<file path="src/rtl/cache_pkg.sv">
`default_nettype none
// +----------------------------------------------------------------------+
// | Package   : cache_pkg                                                 |
// | Purpose   : Shared types for the L1 data cache miss sequencer.       |
// |             line_state_t is the per-line coherence state written     |
// |             into the state array; cc_state_t is the sequencer state. |
// | Revision  : 1.0  initial release                                     |
// +----------------------------------------------------------------------+
package cache_pkg;

  typedef enum logic [1:0] {
    INVALID  = 2'b00,
    SHARED   = 2'b01,
    MODIFIED = 2'b10
  } line_state_t;

  typedef enum logic [2:0] {
    IDLE      = 3'd0,
    LOOKUP    = 3'd1,
    WRITEBACK = 3'd2,
    ALLOCATE  = 3'd3,
    UPGRADE   = 3'd4,
    ERROR     = 3'd5
  } cc_state_t;

  // States in which an ACE transaction is outstanding and the wait
  // counter is running.
  function automatic logic is_wait_state(input cc_state_t s);
    return (s == WRITEBACK) || (s == ALLOCATE) || (s == UPGRADE);
  endfunction

endpackage
`default_nettype wire

</file>
<file path="src/rtl/cc_wait_timer.sv">
`default_nettype none
// +----------------------------------------------------------------------+
// | Module    : cc_wait_timer                                            |
// | Purpose   : Counts cycles spent waiting for ace_ready and flags when |
// |             the last permitted cycle has been reached.               |
// | Ports     : clk, rst   clock / synchronous active-high reset         |
// |             clear      restart count at 0 (priority over inc)        |
// |             inc        add one to the count                          |
// |             expired    count == TIMEOUT_CYCLES-1                     |
// | Revision  : 1.0  initial release                                     |
// +----------------------------------------------------------------------+
module cc_wait_timer #(
  parameter int TIMEOUT_CYCLES = 1024,
  parameter int CNT_W          = $clog2(TIMEOUT_CYCLES) + 1
) (
  input  logic clk,
  input  logic rst,
  input  logic clear,
  input  logic inc,
  output logic expired
);

  localparam logic [CNT_W-1:0] LIMIT = CNT_W'(TIMEOUT_CYCLES - 1);

  logic [CNT_W-1:0] count;

  always_ff @(posedge clk) begin
    if (rst || clear) begin
      count <= '0;
    end else if (inc) begin
      count <= count + CNT_W'(1);
    end
  end

  assign expired = (count == LIMIT);

endmodule
`default_nettype wire

</file>
<file path="src/rtl/cache_controller.sv">
`default_nettype none
// +----------------------------------------------------------------------+
// | Module    : cache_controller                                         |
// | Purpose   : Per-line-miss sequencer of the L1 data cache. Takes one  |
// |             CPU load/store, runs the tag lookup and then completes   |
// |             it as a hit, a dirty-victim writeback followed by an     |
// |             allocate, an allocate, or a shared-to-unique upgrade.    |
// | Ports     : clk, rst                 clock / sync active-high reset  |
// |             cpu_req_valid/we, cpu_ready   CPU handshake               |
// |             lookup_en, tag_hit, line_valid, line_dirty, line_shared  |
// |                                       tag/state array lookup          |
// |             data_we, refill_we, state_upd, new_state  array writes   |
// |             read_req, write_req, invalid_req, ace_ready, snoop_busy  |
// |                                       ace_controller interface        |
// |             timeout_err              sticky fatal flag                |
// | Revision  : 1.0  initial release                                     |
// +----------------------------------------------------------------------+
module cache_controller
  import cache_pkg::*;
#(
  parameter int TIMEOUT_CYCLES = 1024,
  parameter int CNT_W          = $clog2(TIMEOUT_CYCLES) + 1
) (
  input  logic       clk,
  input  logic       rst,
  input  logic       cpu_req_valid,
  input  logic       cpu_req_we,
  output logic       cpu_ready,
  output logic       lookup_en,
  input  logic       tag_hit,
  input  logic       line_valid,
  input  logic       line_dirty,
  input  logic       line_shared,
  output logic       data_we,
  output logic       refill_we,
  output logic       state_upd,
  output logic [1:0] new_state,
  output logic       read_req,
  output logic       write_req,
  output logic       invalid_req,
  input  logic       ace_ready,
  input  logic       snoop_busy,
  output logic       timeout_err
);

  cc_state_t state;
  cc_state_t state_next;
  logic      is_store;
  logic      timer_clear;
  logic      timer_inc;
  logic      timer_expired;

  cc_wait_timer #(
    .TIMEOUT_CYCLES (TIMEOUT_CYCLES),
    .CNT_W          (CNT_W)
  ) u_wait_timer (
    .clk     (clk),
    .rst     (rst),
    .clear   (timer_clear),
    .inc     (timer_inc),
    .expired (timer_expired)
  );

  always_ff @(posedge clk) begin
    if (rst) begin
      state    <= IDLE;
      is_store <= 1'b0;
    end else begin
      state <= state_next;
      if (state == IDLE && lookup_en) begin
        is_store <= cpu_req_we;
      end
    end
  end

  always_comb begin
    state_next  = state;
    cpu_ready   = 1'b0;
    lookup_en   = 1'b0;
    data_we     = 1'b0;
    refill_we   = 1'b0;
    state_upd   = 1'b0;
    new_state   = INVALID;
    read_req    = 1'b0;
    write_req   = 1'b0;
    invalid_req = 1'b0;
    timeout_err = 1'b0;

    case (state)
      IDLE: begin
        if (cpu_req_valid && !snoop_busy) begin
          lookup_en  = 1'b1;
          state_next = LOOKUP;
        end
      end

      LOOKUP: begin
        if (tag_hit) begin
          if (!is_store) begin
            cpu_ready  = 1'b1;
            state_next = IDLE;
          end else if (!line_shared) begin
            // Store to a line already held unique: write in place.
            data_we    = 1'b1;
            state_upd  = 1'b1;
            new_state  = MODIFIED;
            cpu_ready  = 1'b1;
            state_next = IDLE;
          end else begin
            state_next = UPGRADE;
          end
        end else if (line_valid && line_dirty) begin
          state_next = WRITEBACK;
        end else begin
          state_next = ALLOCATE;
        end
      end

      WRITEBACK: begin
        write_req = 1'b1;
        if (ace_ready) begin
          state_next = ALLOCATE;
        end else if (timer_expired) begin
          state_next = ERROR;
        end
      end

      ALLOCATE: begin
        read_req = 1'b1;
        if (ace_ready) begin
          // Refill lands as SHARED; re-run the lookup so a store can
          // fall through to the upgrade path.
          refill_we  = 1'b1;
          state_upd  = 1'b1;
          new_state  = SHARED;
          lookup_en  = 1'b1;
          state_next = LOOKUP;
        end else if (timer_expired) begin
          state_next = ERROR;
        end
      end

      UPGRADE: begin
        invalid_req = 1'b1;
        if (ace_ready) begin
          state_upd  = 1'b1;
          new_state  = MODIFIED;
          data_we    = 1'b1;
          cpu_ready  = 1'b1;
          state_next = IDLE;
        end else if (timer_expired) begin
          state_next = ERROR;
        end
      end

      ERROR: begin
        timeout_err = 1'b1;
      end

      default: begin
        state_next = IDLE;
      end
    endcase

    // Any state change restarts the wait count, so each wait state is
    // entered with a fresh budget.
    timer_clear = (state_next != state);
    timer_inc   = is_wait_state(state) && !ace_ready;

    // Hold every output quiet while reset is asserted, even when the
    // state register still reflects an aborted transaction.
    if (rst) begin
      cpu_ready   = 1'b0;
      lookup_en   = 1'b0;
      data_we     = 1'b0;
      refill_we   = 1'b0;
      state_upd   = 1'b0;
      new_state   = INVALID;
      read_req    = 1'b0;
      write_req   = 1'b0;
      invalid_req = 1'b0;
      timeout_err = 1'b0;
    end
  end

endmodule
`default_nettype wire

</file>
<file path="config.mk">
export PLATFORM = sky130hd
export DESIGN_NAME = cache_controller
export DESIGN_NICKNAME = d
export VERILOG_FILES = /design/src/rtl/cache_pkg.sv /design/src/rtl/cc_wait_timer.sv /design/src/rtl/cache_controller.sv
export SDC_FILE = /design/constraint.sdc
export NUM_CORES = 1
export LEC_CHECK = 0
export ABC_AREA = 1
export CORE_MARGIN = 4
export CORE_UTILIZATION = 51
export CTS_CLUSTER_SIZE = 25
export DETAILED_ROUTE_END_ITERATION = 10
export PLACE_DENSITY = 0.76
export SYNTH_ARGS = -nofsm -noshare
export SYNTH_HDL_FRONTEND = slang
export SYNTH_HIERARCHICAL = 1
export SYNTH_SLANG_ARGS = --single-unit
</file>
<file path="constraint.sdc">
create_clock -name clk -period 3.4 [get_ports clk]
set_clock_uncertainty 0.2 [all_clocks]
set_input_delay 0.68 -clock clk [delete_from_list [all_inputs] [get_ports clk]]
set_output_delay 0.68 -clock clk [all_outputs]
set_load 0.05 [all_outputs]
</file>
# Yosys cells after proc, flatten, opt, wreduce, memory -nomap -nowiden
# Cells that the tools add are included.
[classes] n_reduce_logical=11 muxes=42 n_eq_ne=7 n_addsub=1
[ops] operator="$mux W3" count=8
[ops] operator="$mux W1" count=23
[ops] operator="$pmux W3 S6" count=1
[ops] operator="$add A11 B1 Y11 const B" count=1
[ops] operator="$eq A11 B10 Y1 const B" count=1
[ops] operator="$mux W2" count=5
[ops] operator="$pmux W1 S2" count=4
[ops] operator="$eq A3 B2 Y1 const B" count=2
[ops] operator="$eq A3 B3 Y1 const B" count=2
[ops] operator="$pmux W2 S3" count=1
[ops] operator="$logic_and A1 B1 Y1" count=4
[ops] operator="$eq A3 B1 Y1 const B" count=1
[ops] operator="$logic_not A3 Y1" count=1
[ops] operator="$logic_or A1 B1 Y1" count=3
[ops] operator="$ne A3 B3 Y1" count=1
[ops] operator="$logic_not A1 Y1" count=2
[ops] operator="$reduce_or A2 Y1" count=1
[totals] input_bits=10 word_cells=64 regBits=15 output_inout_bits=11

# Logic depth before layout (Yosys ltp)
[depth] word_depth=6 ltp_mapped=14 depth_no_buf=14

# Modules after synthesis
# Netlist, hierarchy kept.
[modules_own_cells] mod="cc_wait_timer" cells_each=81 instances=1 area_each_um2=550.5
[modules_own_cells] mod="cache_controller" cells_each=84 instances=1 area_each_um2=449.2

# Least setup slack after synthesis
# OpenSTA, ideal clock, no wires.
[synth_path] path_type="in2out" start="input rst" end="output read_req" path_slack_ps=764 cell_stages=1 n_path_buf=0 arrival_time_ps=1756 required_ps=2520 cell_sequence="nor3_1"
[synth_via] elab_chain_len=1
[synth_lines] item="from (decl)" line_no="cache_controller.sv:25" source="input logic rst,"
[synth_lines] item="$mux W1" line_no="cache_controller.sv:172" source="if (rst) begin"
[synth_lines] item="to (decl)" line_no="cache_controller.sv:38" source="output logic read_req,"
# Every way passes these cells.

# Worst setup path in the final report
[layout_path] start="input rst" end="output lookup_en"
[layout_via] elab_chain_len=1
[layout_lines] item="$mux W1" line_no="cache_controller.sv:172"
[layout_lines] item="to (decl)" line_no="cache_controller.sv:29" source="output logic lookup_en,"
# Every way passes these cells.

==> flow_metrics.env <==
export IMPL_final_setup_tns_ns=0
export IMPL_design_core_area_um2=1780
export IMPL_antenna_violating_nets_post_route=0
export IMPL_worst_pin_slew_ns=0.546
export IMPL_maximum_resistive_drop_on_vdd_uv=319
export IMPL_whs_path_depth=2
export IMPL_reg2reg_slack_ns=0.91
export IMPL_grt_use_total_pct=21.0
export IMPL_whs_endpoint="u_wait_timer/count[10]"
export IMPL_syn_inst=165
export IMPL_cts_root_to_sink_buffers=2
export IMPL_quantity_of_hold_fixing_buffers_added_after_cts=0
export IMPL_avgRoutedWirePerCell_um=12.1
export IMPL_slew_headroom_pct=63.6
export IMPL_cts_tree="yes"
export IMPL_syn_nets=176
export IMPL_drt_via_density=5.33
export IMPL_cts_buffers_inserted=3
export IMPL_outcome="finished, final reports clean"
export IMPL_synthesis_area_um2=1000
export IMPL_die_area_um2=2730
export IMPL_antenna_diode_count=0
export IMPL_timing_setup_critical_path_class="in -> out"
export IMPL_layout_drive_gt1_share_pct=15.6
export IMPL_detail_route_iter0_violations=42
export IMPL_unrepaired_setup_endpoints_after_global_routing="no"
export IMPL_grt_max_degree=16
export IMPL_fillerInstances=155
export IMPL_place_hpwl_um=2020
export IMPL_synth_warnings=6
export IMPL_port_buffers=20
export IMPL_path_max_fanout=15
export IMPL_grt_ovfl_total=0
export IMPL_design_final_nets=198
export IMPL_sequential_fraction_of_the_synthesis_area_pct=30.0
export IMPL_holdCritStartpoint="u_wait_timer/count[10]"
export IMPL_cts_sinks=15
export IMPL_row_count=15
export IMPL_maxSlewViolCount=0
export IMPL_cts_root_buffer="sky130_fd_sc_hd__clkbuf_4"
export IMPL_final_period_utilization_pct=85.6
export IMPL_max_clock_freq_ghz=0.344
export IMPL_post_route_drc_count=0
export IMPL_regToRegEndpoint="u_wait_timer/count[4]"
export IMPL_antenna_found_initial=0
export IMPL_timing_final_crit_period_ns=2.91
export IMPL_ctsResizeCount=0
export IMPL_dr_total_vias=1124
export IMPL_area_sequential_um2=300
export IMPL_clock_slew_seen_by_the_registers_of_the_worst_setup_and_hold_paths_ns=0.08
export IMPL_yosys_register_bits=15
export IMPL_place_congestion=0.903
export IMPL_post_place_ws_ns=0.474
export IMPL_timing_rr_start="u_wait_timer/count[0]"
export IMPL_clk_insertion_delay_late_ns=0.28
export IMPL_syn_to_final_growth_pct=29.7
export IMPL_multi_input_comb_area_um2=609
export IMPL_worst_r2r_cell_count=13
export IMPL_initial_core_util_pct=56.1
export IMPL_grt_pass1_wl_um=4370
export IMPL_htreeDepth=1
export IMPL_timing_hold_ws_ns=0.255
export IMPL_report_final_hold_viol_count=0
export IMPL_slack_of_the_critical_path_ns=0.490
export IMPL_p_leak_nw=0.551
export IMPL_timing_critical_path_required_ns=2.52
export IMPL_syn_avg_cell_area_um2=6.06
export IMPL_critPathLaunchType="primary input"
export IMPL_report_final_setup_viol=0
export IMPL_power_density_nw_per_um2=262
export IMPL_fp_dieW_um=52.3
export IMPL_synth_cell_type_count=25
export IMPL_arrival_ns=2.03
export IMPL_max_cap_violations=0
export IMPL_boundaryPins=21
export IMPL_setup_bufs_post_cts=0
export IMPL_vertical_extent_of_the_die_um=52.3
export IMPL_detailedRoute_firstPassIterationCount=4
export IMPL_first_global_vias=1044
export IMPL_drt_total_wl_um=2560
export IMPL_class_of_the_tightest_hold_or_removal_check="reg -> reg"
export IMPL_crit_path_end_kind="output port"
-- flip-flops by register name (all words and copies together), names as in the netlist --
| signal | count |
|---|---|
| u_wait_timer/count | 11 |
| state | 3 |
| is_store | 1 |
-- routing by layer --
metal	up-vias	global-route usage, %	share of wire, %
li1	580	-	-
met3	2	5.98	6.2
met1	515	27.6	45
met4	0	5.11	0.27
met5	-	0	0
met2	27	33.7	48
-- area by class of cell --
| cell class | instances | area share (%) |
|---|---|---|
| repair buffers | 20 | 20.1 |
| flip-flops and latches | 15 | 23.2 |
| clock inverters | 1 | 0.386 |
| clock buffers | 3 | 1.74 |
| inverters | 18 | 5.21 |
| multi-input cells | 129 | 47.0 |
| well taps | 25 | 2.41 |
-- through the flow --
stage          instance area, µm²  power, W  util, %  std cells
3_5_place_dp                 1270  0.000245     71.2        207
3_3_place_gp                 1270  0.000243     71.2        207
2_1_floorplan                1000  0.000221        -        165
4_1_cts                      1300  0.000343     72.7        211
5_1_grt                      1300  0.000358     72.7        211
6_report                     1300  0.000340     72.7        211
-- Yosys cell counts --
| cell | instances | area (µm²) |
|---|---|---|
| sky130_fd_sc_hd__nand2_1 | 41 | 154 |
| sky130_fd_sc_hd__nor2_1 | 28 | 105 |
| sky130_fd_sc_hd__a21oi_1 | 15 | 75.1 |
| sky130_fd_sc_hd__dfxtp_1 | 15 | 300 |
| sky130_fd_sc_hd__nand3_1 | 15 | 75.1 |
| sky130_fd_sc_hd__inv_1 | 13 | 48.8 |
| sky130_fd_sc_hd__nor3_1 | 5 | 25.0 |
| sky130_fd_sc_hd__inv_2 | 4 | 15.0 |
| sky130_fd_sc_hd__nand2_2 | 4 | 25.0 |
| sky130_fd_sc_hd__nor2_2 | 3 | 18.8 |
| sky130_fd_sc_hd__o21ai_1 | 3 | 15.0 |
| sky130_fd_sc_hd__a31oi_1 | 2 | 12.5 |
| sky130_fd_sc_hd__nand3b_1 | 2 | 15.0 |
| sky130_fd_sc_hd__nand4_1 | 2 | 12.5 |
| sky130_fd_sc_hd__nor2_4 | 2 | 22.5 |
| sky130_fd_sc_hd__o21ai_0 | 2 | 10.0 |
| sky130_fd_sc_hd__buf_4 | 1 | 7.51 |
| sky130_fd_sc_hd__buf_6 | 1 | 11.3 |
| sky130_fd_sc_hd__clkbuf_1 | 1 | 3.75 |
| sky130_fd_sc_hd__clkinv_1 | 1 | 3.75 |
| sky130_fd_sc_hd__ha_1 | 1 | 12.5 |
| sky130_fd_sc_hd__nor4_1 | 1 | 6.26 |
| sky130_fd_sc_hd__o211ai_1 | 1 | 7.51 |
| sky130_fd_sc_hd__o21ai_2 | 1 | 8.76 |
| sky130_fd_sc_hd__xnor2_1 | 1 | 8.76 |
-- how the worst max path moves through the flow --
stage               startpoint        end  slack, ns  cells after the start
CTS                        rst  lookup_en       0.47                      5
finish                     rst  lookup_en       0.49                      5
detailed placement         rst  lookup_en       0.47                      5
global route               rst  lookup_en       0.40                      5
floorplan                  rst   read_req       0.76                      1
global placement           rst  lookup_en       0.51                      5
-- cell families (layout without fill, tap and decap cells) --
group           count (synthesis)  count (layout)  synth area share (%)
compound gates                 24              24                  12.9
xor+xnor                        1               1                 0.876
simple gates                  103             103                  45.9
flops                          15              15                  30.0
fa+ha+maj                       1               1                  1.25
buf+inv                        21              42                  9.01
-- placed cells by master, fill, tap and decap left out --
cell and n:
sky130_fd_sc_hd__a21oi_1 15, sky130_fd_sc_hd__a31oi_1 2, sky130_fd_sc_hd__buf_12 7, sky130_fd_sc_hd__buf_4 4
sky130_fd_sc_hd__clkbuf_4 3, sky130_fd_sc_hd__clkdlybuf4s50_1 9, sky130_fd_sc_hd__clkinv_1 1, sky130_fd_sc_hd__clkinv_2 1
sky130_fd_sc_hd__dfxtp_1 15, sky130_fd_sc_hd__ha_1 1, sky130_fd_sc_hd__inv_1 13, sky130_fd_sc_hd__inv_2 4
sky130_fd_sc_hd__nand2_1 41, sky130_fd_sc_hd__nand2_2 4, sky130_fd_sc_hd__nand3_1 15, sky130_fd_sc_hd__nand3b_1 2
sky130_fd_sc_hd__nand4_1 2, sky130_fd_sc_hd__nor2_1 28, sky130_fd_sc_hd__nor2_2 3, sky130_fd_sc_hd__nor2_4 2
sky130_fd_sc_hd__nor3_1 5, sky130_fd_sc_hd__nor4_1 1, sky130_fd_sc_hd__o211ai_1 1, sky130_fd_sc_hd__o21ai_0 2
sky130_fd_sc_hd__o21ai_1 3, sky130_fd_sc_hd__o21ai_2 1, sky130_fd_sc_hd__xnor2_1 1
-- power breakdown --
part	internal [W]	switching [W]	total, W
clock network	0.0000437	0.0000549	0.0000985
logic	0.0000249	0.0000352	0.0000601
registers	0.000178	0.00000330	0.000181
total	0.000246	0.0000934	0.000340
-- critical path, cell delays in order --
cell and delay (ns):
sky130_fd_sc_hd__clkdlybuf4s50_1 0.78, sky130_fd_sc_hd__inv_1 0.14, sky130_fd_sc_hd__nand4_1 0.14, sky130_fd_sc_hd__o21ai_1 0.11, sky130_fd_sc_hd__buf_12 0.18
Power figures use the tool's default switching activity.
